--- src/rtl/pipe_register_pkg.sv ---
// Shared definitions for the pipe_register slice: default sizes, count width
// helper and the handshake state labels used when observing an interface.
package pipe_pkg;

  localparam int unsigned DEFAULT_WIDTH  = 8;
  localparam int unsigned DEFAULT_STAGES = 2;

  typedef enum logic [1:0] {
    IDLE,
    XFER,
    STALL
  } hs_state_e;

  function automatic int unsigned count_width(input int unsigned stages);
    return $clog2(stages + 1);
  endfunction

  function automatic hs_state_e hs_state(input logic valid, input logic ready);
    if (!valid) begin
      return IDLE;
    end
    return ready ? XFER : STALL;
  endfunction

endpackage

--- src/rtl/pipe_register_if.sv ---
// Producer/consumer handshake bundle for pipe_register; the slave modport is
// the register chain itself, the master modport is whoever drives it.
interface pipe_register_if #(
  parameter int unsigned WIDTH = pipe_pkg::DEFAULT_WIDTH
) ();

  logic [WIDTH-1:0] in_data;
  logic             in_valid;
  logic             in_ready;
  logic [WIDTH-1:0] out_data;
  logic             out_valid;
  logic             out_ready;

  modport master (
    output in_data,
    output in_valid,
    input  in_ready,
    input  out_data,
    input  out_valid,
    output out_ready
  );

  modport slave (
    input  in_data,
    input  in_valid,
    output in_ready,
    output out_data,
    output out_valid,
    input  out_ready
  );

endinterface

--- src/rtl/pipe_register_stage.sv ---
// One valid/data slot of the register chain. The slot accepts from upstream
// whenever it is empty or the slot ahead is also moving.
module pipe_stage #(
  parameter int unsigned      WIDTH       = pipe_pkg::DEFAULT_WIDTH,
  parameter logic [WIDTH-1:0] RESET_VALUE = '0
) (
  input  logic             clk,
  input  logic             rst,
  input  logic             flush,
  input  logic             src_valid,
  input  logic [WIDTH-1:0] src_data,
  input  logic             rdy_next,
  output logic             valid,
  output logic [WIDTH-1:0] data,
  output logic             rdy
);

  assign rdy = !valid || rdy_next;

  // Flush only drops the valid bit; data of an empty slot is left untouched.
  always_ff @(posedge clk) begin
    if (rst) begin
      valid <= 1'b0;
      data  <= RESET_VALUE;
    end else if (flush) begin
      valid <= 1'b0;
    end else if (rdy) begin
      valid <= src_valid;
      if (src_valid) begin
        data <= src_data;
      end
    end
  end

endmodule

--- src/rtl/pipe_register.sv ---
// STAGES-deep valid/ready register chain with collapsing bubbles and flush.
// Optional occupancy port `count` is built when PIPE_REGISTER_COUNT_EN is defined.
module pipe_register
  import pipe_pkg::*;
#(
  parameter int unsigned      WIDTH       = DEFAULT_WIDTH,
  parameter int unsigned      STAGES      = DEFAULT_STAGES,
  parameter logic [WIDTH-1:0] RESET_VALUE = '0
) (
  input  logic                              clk,
  input  logic                              rst,
  input  logic                              flush,
  pipe_register_if.slave                    bus
`ifdef PIPE_REGISTER_COUNT_EN
  ,
  output logic [count_width(STAGES)-1:0]    count
`endif
);

  logic [STAGES-1:0] valid;
  logic [WIDTH-1:0]  data [STAGES];
  logic [STAGES:0]   rdy;
  logic              in_xfer;
  logic              out_xfer;

  assign rdy[STAGES]   = bus.out_ready;
  assign bus.in_ready  = rdy[0] && !flush;
  assign in_xfer       = bus.in_valid && bus.in_ready;
  assign out_xfer      = bus.out_valid && bus.out_ready;
  assign bus.out_data  = data[STAGES-1];
  assign bus.out_valid = valid[STAGES-1];

  for (genvar i = 0; i < STAGES; i++) begin : g_stage
    logic             src_valid;
    logic [WIDTH-1:0] src_data;

    if (i == 0) begin : g_head
      assign src_valid = in_xfer;
      assign src_data  = bus.in_data;
    end else begin : g_body
      assign src_valid = valid[i-1];
      assign src_data  = data[i-1];
    end

    pipe_stage #(
      .WIDTH       (WIDTH),
      .RESET_VALUE (RESET_VALUE)
    ) u_stage (
      .clk       (clk),
      .rst       (rst),
      .flush     (flush),
      .src_valid (src_valid),
      .src_data  (src_data),
      .rdy_next  (rdy[i+1]),
      .valid     (valid[i]),
      .data      (data[i]),
      .rdy       (rdy[i])
    );
  end

`ifdef PIPE_REGISTER_COUNT_EN
  localparam int unsigned CW = count_width(STAGES);

  logic [CW-1:0] cnt_q;

  // Flush wins over a simultaneous output transfer: the chain is empty afterwards.
  always_ff @(posedge clk) begin
    if (rst || flush) begin
      cnt_q <= '0;
    end else if (in_xfer && !out_xfer) begin
      cnt_q <= cnt_q + CW'(1);
    end else if (!in_xfer && out_xfer) begin
      cnt_q <= cnt_q - CW'(1);
    end
  end

  assign count = cnt_q;
`endif

endmodule

--- src/flat_wrapper.sv ---
// flat-port wrapper written by rule: the top's interface ports become plain ports
module pipe_register_flat import pipe_pkg::*;
#(
  parameter int unsigned      WIDTH       = DEFAULT_WIDTH,
  parameter int unsigned      STAGES      = DEFAULT_STAGES,
  parameter logic [WIDTH-1:0] RESET_VALUE = '0
)
  (clk, rst, flush, bus_in_data, bus_in_valid, bus_in_ready, bus_out_data, bus_out_valid, bus_out_ready);
  pipe_register_if #(.WIDTH(WIDTH)) bus_i ();
  input  logic clk;
  input  logic rst;
  input  logic flush;
  input wire logic [$bits(bus_i.in_data)-1:0] bus_in_data;
  input wire logic [$bits(bus_i.in_valid)-1:0] bus_in_valid;
  output wire logic [$bits(bus_i.in_ready)-1:0] bus_in_ready;
  output wire logic [$bits(bus_i.out_data)-1:0] bus_out_data;
  output wire logic [$bits(bus_i.out_valid)-1:0] bus_out_valid;
  input wire logic [$bits(bus_i.out_ready)-1:0] bus_out_ready;
  assign bus_i.in_data = bus_in_data;
  assign bus_i.in_valid = bus_in_valid;
  assign bus_in_ready = bus_i.in_ready;
  assign bus_out_data = bus_i.out_data;
  assign bus_out_valid = bus_i.out_valid;
  assign bus_i.out_ready = bus_out_ready;
  pipe_register #(.WIDTH(WIDTH), .STAGES(STAGES), .RESET_VALUE(RESET_VALUE)) u_core (.clk(clk), .rst(rst), .flush(flush), .bus(bus_i));
endmodule
--- config.mk ---
export PLATFORM = sky130hd
export DESIGN_NAME = pipe_register_flat
export DESIGN_NICKNAME = d
export VERILOG_FILES = /design/src/rtl/pipe_register_pkg.sv /design/src/rtl/pipe_register_if.sv /design/src/rtl/pipe_register_stage.sv /design/src/rtl/pipe_register.sv /design/src/flat_wrapper.sv
export SDC_FILE = /design/constraint.sdc
export NUM_CORES = 1
export LEC_CHECK = 0
export ABC_AREA = 1
export BUFFER_PORTS_ARGS = -buffer_cell sky130_fd_sc_hd__buf_4
export CAP_MARGIN = 20
export CORE_AREA = 10 10 54 56
export DETAILED_ROUTE_END_ITERATION = 7
export DIE_AREA = 0 0 64 66
export GPL_TIMING_DRIVEN = 1
export PLACE_DENSITY_LB_ADDON = 0.3
export SYNTH_ARGS = -nofsm -noshare
export SYNTH_HDL_FRONTEND = slang
export SYNTH_SLANG_ARGS = --single-unit
--- constraint.sdc ---
create_clock -name clk -period 0.8 [get_ports clk]
set_input_delay 0.04 -clock clk [delete_from_list [all_inputs] [get_ports clk]]
set_output_delay 0.04 -clock clk [all_outputs]
set_load 0.02 [all_outputs]
==> impl_metrics.toml, run 1 <==
[setup_path]
critPathMaxFanout = 10
required_ps = 970
critical_path_class = "reg2reg"
cp-end-kind = "flop"
worst_ep_arrival_time_ps = 1290
crit_path_start_kind = "flop"

[yosys]
yosysTopAreaCellShare = 0.4472
synth_area_leader_cell = "dfxtp_1"
yosysWarnings = 0
syn-instance-count = 116
yosysSeqAreaShare = 0.4472
avgSynthCellArea_um2 = 6.946
ys_top_cells_by_area = "dfxtp_1, inv_1, nand2_1, a21oi_1, nand4_1"
syn-num-nets = 129
netlist_area_um2 = 805.8
synth.ff_latch_count = 18
synth.distinct_cells = 12

[clock_network]
clock-root-buffer = "clkbuf_4"
htreeDepth = 1
cts_tree = "done"
insertion_delay_ps = 290
cts.reportedPaths.clkPinSlew_ps = 100
ctsLongestPathBuffers = 2
cts.sinks = 18
cts_buffers = 3

[drt]
routed_wl_um = 2055
via_per_inst = 4.542
first_pass_iters = 4
drt-wirelength-per-cell_um = 11.61
vias = 804
drc_errors = 0
postRouteAntennaNets = 0
drt_iter0_drc = 22

[pwr]
ir_worst_vdd_v = 0.0007796
power.total_w = 0.001716
p_per_area_nw_per_um2 = 1418
leakage_nw = 0.5853

[timing]
period_share = 1.401
max_slew_margin = 0.7754
setup_viol = 23
finalHoldViolations = 0
skew_ps = 1.743
period_needed_ps = 1121
holdWs_ps = 58.62
slew_viol_final = 0
setup_ws_ps = -321.1
fmax_mhz = 892.0
rsz0062_at_grt = "true"
worst_slew_pin_slew_ps = 335.7
setup-tns-final_ps = -4659

[final_layout]
final_common_cell = "inv_1"
n_antenna_cell = 0
drive_above_1_share = 0.4267
area_delta_synth_final_pct = 50.16
nNetsFinal = 164
stdcell_count = 177
layout_common_cells = "inv_1, buf_4, nand2_1"

[status]
outcome = "finished with violations"
violations = "negative setup slack"

[worst_hold_path]
hp-class = "in2reg"

[job]
max_cap_viol_count = 0

[place]
dp_hpwl_um = 1376
dpl_worst_slack_ps = -177.6
io_buffers = 22
gp_congestion = 0.7487
place_inst = 163

[floorplanning]
rows = 16
core-area_um2 = 1902
initial_utilization = 0.4237
io-pin-count = 23
die_w_um = 64
die_h_um = 66
die-area_um2 = 4224

[global_route]
overflow = 0
antenna_found_initial = 0
grt_util_met3 = 0.03220
met2_usage = 0.1741
met1_usage = 0.1084
grt_pass1_vias = 798
grt.busiest_layer = "met2"
grt_max_degree = 11
grt_pass1_wl_um = 3519
grtUsageTotal = 0.1017
-- state kept, by name, indices dropped and copies added, names as in the netlist --
signal	cells
u_core.g_stage.u_stage.data	16
u_core.g_stage.u_stage.valid	2
-- power breakdown --
| group | internal, W | switching (W) | total [W] |
|---|---|---|---|
| Clock | 0.000277 | 0.000270 | 0.000547 |
| Sequential | 0.000925 | 0.0000188 | 0.000943 |
| Combinational | 0.000105 | 0.000121 | 0.000226 |
-- cell type report --
type / count / area (um^2)
Inverter: 29 / 111.4
Tap cell: 27 / 33.78
Clock buffer: 4 / 36.28
Sequential cell: 18 / 375.4
Fill cell: 173 / 691.9
Multi-Input combinational cell: 66 / 357.8
Timing Repair Buffer: 33 / 295.3
-- logic make-up after synthesis --
kind of cell	share of synthesized area
compound gates	0.06211
buf+inv	0.1724
flops	0.4472
simple gates	0.3183
-- what timing repair did --
item,4_1_cts,5_1_grt
hold buffers,1,0
gates resized for setup,22,11
endpoints found under the setup margin,27,28
buffers inserted,4,4
hold endpoints to repair,8,0
pin swaps,1,4
gates cloned,0,1
-- cells in the mapped netlist --
cell / count
nand2_1: 26
nand4_1: 8
nand3_2: 1
nor2_4: 1
buf_4: 4
a21oi_1: 10
clkinv_1: 1
dfxtp_1: 18
nor2_1: 8
nand2_2: 2
nand3_1: 9
inv_1: 28
-- layer usage --
metal | share of wire | vias up
met1 | 0.44 | 353
met3 | 0.060 | 4
met5 | 0 | -
met2 | 0.48 | 25
met4 | 0.020 | 0
li1 | - | 422
-- through the flow --
| stage | cell area [um^2] | util |
|---|---|---|
| after global placement | 1005 | 0.5283 |
| after detailed placement | 1005 | 0.5283 |
| after global routing | 1210 | 0.6362 |
| after CTS | 1142 | 0.6007 |
| final | 1210 | 0.6362 |
| after floorplan | 824.5 | - |
-- worst max-delay path, stage by stage, from the launching register on --
cell and delay [ps]:
dfxtp_4 360, buf_4 140, nand2_2 190, nand2_4 150, nand2_2 110, a21oi_2 50
-- path summary, 6_finish.rpt --
kind	cells past startpoint	slack, ps	end	start
worst max-delay path	5	-320	u_core.g_stage[1].u_stage.data[5]$_SDFFE_PP0P_	u_core.g_stage[1].u_stage.valid$_SDFFE_PP0P_
worst min-delay path	5	60	u_core.g_stage[0].u_stage.data[0]$_SDFFE_PP0P_	bus_in_data[0]
worst max register to register	5	-320	u_core.g_stage[1].u_stage.data[5]$_SDFFE_PP0P_	u_core.g_stage[1].u_stage.valid$_SDFFE_PP0P_
worst min register to register	2	470	u_core.g_stage[1].u_stage.data[0]$_SDFFE_PP0P_	u_core.g_stage[1].u_stage.data[0]$_SDFFE_PP0P_
(Power assumes the default switching activity.)
==> run 2, diff against run 1 <==
--- a/config.mk
+++ b/config.mk
@@ -8,11 +8,14 @@
 export ABC_AREA = 1
 export BUFFER_PORTS_ARGS = -buffer_cell sky130_fd_sc_hd__buf_4
 export CAP_MARGIN = 20
-export CORE_AREA = 10 10 54 56
+export CELL_PAD_IN_SITES_DETAIL_PLACEMENT = 1
+export CELL_PAD_IN_SITES_GLOBAL_PLACEMENT = 1
+export CORE_AREA = 10 10 62 64
 export DETAILED_ROUTE_END_ITERATION = 7
-export DIE_AREA = 0 0 64 66
+export DIE_AREA = 0 0 72 74
 export GPL_TIMING_DRIVEN = 1
 export PLACE_DENSITY_LB_ADDON = 0.3
+export REMOVE_ABC_BUFFERS = 1
 export SYNTH_ARGS = -nofsm -noshare
 export SYNTH_HDL_FRONTEND = slang
 export SYNTH_SLANG_ARGS = --single-unit
==> impl_metrics.toml, run 2 (synthesized netlist as in run 1, its figures left out) <==
[status]
outcome = "finished with violations"
violations = "negative setup slack"

[pwr]
p_comb_frac = 0.162
ir_worst_vdd_v = 0.0006675
intPower_w = 0.001340
power_switching_w = 0.0004922
leakage_nw = 0.6457
clock_power_share = 0.320
p_per_area_nw_per_um2 = 1340
p_seq_frac = 0.518
p_sw_frac = 0.2687

[clock_network]
insertion_delay_ps = 310
cts_tree = "done"
htreeDepth = 1
clock-root-buffer = "clkbuf_4"
ctsLongestPathBuffers = 2
cts_hold_buf = 0
cts.sinks = 18
cts_buffers = 3
cts.reportedPaths.clkPinSlew_ps = 110

[timing]
worst_slew_pin_slew_ps = 263.3
setup_viol = 27
skew_ps = 7.784
period_share = 1.414
finalHoldViolations = 0
holdWs_ps = 52.12
period_needed_ps = 1131
max_slew_margin = 0.8234
rsz0062_at_grt = "true"
setup-tns-final_ps = -5399
slew_viol_final = 0
fmax_mhz = 883.9
setup_ws_ps = -331.4

[global_route]
grt_max_degree = 11
overflow = 0
grtUsageTotal = 0.1022
grt_pass1_wl_um = 4491
antenna_found_initial = 0
grt_pass1_vias = 962

[final_layout]
nNetsFinal = 176
stdcell_count = 193
final_util = 0.5136
top_register = "u_core.g_stage.u_stage.data"
largest_reg_flops = 16
layout_common_cells = "buf_4, inv_1, nand2_1"
n_antenna_cell = 0
area_delta_synth_final_pct = 69.72
drive_above_1_share = 0.5247
final_common_cell = "buf_4"
reg.largest.list = "u_core.g_stage.u_stage.data (16), u_core.g_stage.u_stage.valid (2)"

[drt]
postRouteAntennaNets = 0
first_pass_iters = 4
drt-wirelength-per-cell_um = 14.59
via_per_inst = 4.653
routed_wl_um = 2816
drc_errors = 0
vias = 898
drt_iter0_drc = 32

[place]
place_inst = 174
dpl_worst_slack_ps = -223.2
gp_congestion = 0.7677
dp_hpwl_um = 1670
io_buffers = 22

[setup_path]
regToRegSetupSlack_ps = -300
crit_path_start_kind = "flop"
crit_chain = "nand3_4 -> buf_6 -> nand2_4 -> inv_2 -> buf_6"
cp_slowest_cell = "dfxtp_2"
required_ps = 760
critPathMaxFanout = 2
critical_path_class = "reg2out"
slowest_delay_ps = 380
crit_top_cell = "buf_6"
worst_ep_arrival_time_ps = 1090
cp-end-kind = "output pin"

[job]
max_cap_viol_count = 0

[floorplanning]
core-area_um2 = 2663
io-pin-count = 23
die_h_um = 74
die-area_um2 = 5328
die_w_um = 72
initial_utilization = 0.3026
rows = 19

[worst_hold_path]
hp-class = "in2reg"
==> run 2: worst paths after layout <==
path,start,endpoint,cells past startpoint
worst max-delay path,u_core.g_stage[1].u_stage.valid$_SDFFE_PP0P_,bus_in_ready,5
worst min-delay path,bus_in_data[6],u_core.g_stage[0].u_stage.data[6]$_SDFFE_PP0P_,5
worst max register to register,u_core.g_stage[1].u_stage.valid$_SDFFE_PP0P_,u_core.g_stage[0].u_stage.data[7]$_SDFFE_PP0P_,7
worst min register to register,u_core.g_stage[1].u_stage.data[4]$_SDFFE_PP0P_,u_core.g_stage[1].u_stage.data[4]$_SDFFE_PP0P_,2
==> run 2: final cells by class <==
type | count | area, um^2
inverters | 29 | 108.9
flip-flops and latches | 18 | 372.9
fillers | 331 | 1295
well taps | 31 | 38.79
multi-input cells | 68 | 435.4
clock buffers | 4 | 36.28
repair buffers | 43 | 375.4
==> run 2: layer usage <==
metal  vias to the layer above  global-route usage  share of wire
li1                        449                   -              -
met1                       427              0.1096           0.41
met2                        18              0.1843           0.53
met3                         4             0.02394          0.039
met4                         0             0.05161          0.017
met5                         -                   0              0
==> run 2: what timing repair did <==
action	4_1_cts	5_1_grt
pin swaps	3	6
cloned	2	1
gates resized for setup	33	20
setup buffers	7	7
endpoints found under the setup margin	28	28
==> run 2: power by group through the flow <==
| stage | Combinational [W] | Clock (W) | Sequential [W] |
|---|---|---|---|
| final | 0.000297 | 0.000587 | 0.000949 |
| after global routing | 0.000330 | 0.000645 | 0.000953 |
| after CTS | 0.000257 | 0.000580 | 0.000947 |
| after global placement | 0.000216 | 0 | 0.000965 |
| after floorplan | 0.000106 | 0 | 0.000964 |
| after detailed placement | 0.000223 | 0 | 0.000965 |
==> run 2: stage by stage <==
| step | power, W | cell area (um^2) |
|---|---|---|
| 3_5_place_dp | 0.001188 | 1047 |
| 4_1_cts | 0.001783 | 1257 |
| 3_3_place_gp | 0.001181 | 1047 |
| 5_1_grt | 0.001928 | 1368 |
| 6_report | 0.001832 | 1368 |
| 2_1_floorplan | 0.001070 | 775.7 |
==> run 2: critical path, delay by kind of cell, from the launching register on <==
| family | cells | cell delay, ps |
|---|---|---|
| simple gates | 2 | 130 |
| buf+inv | 3 | 280 |
| flops | 1 | 380 |
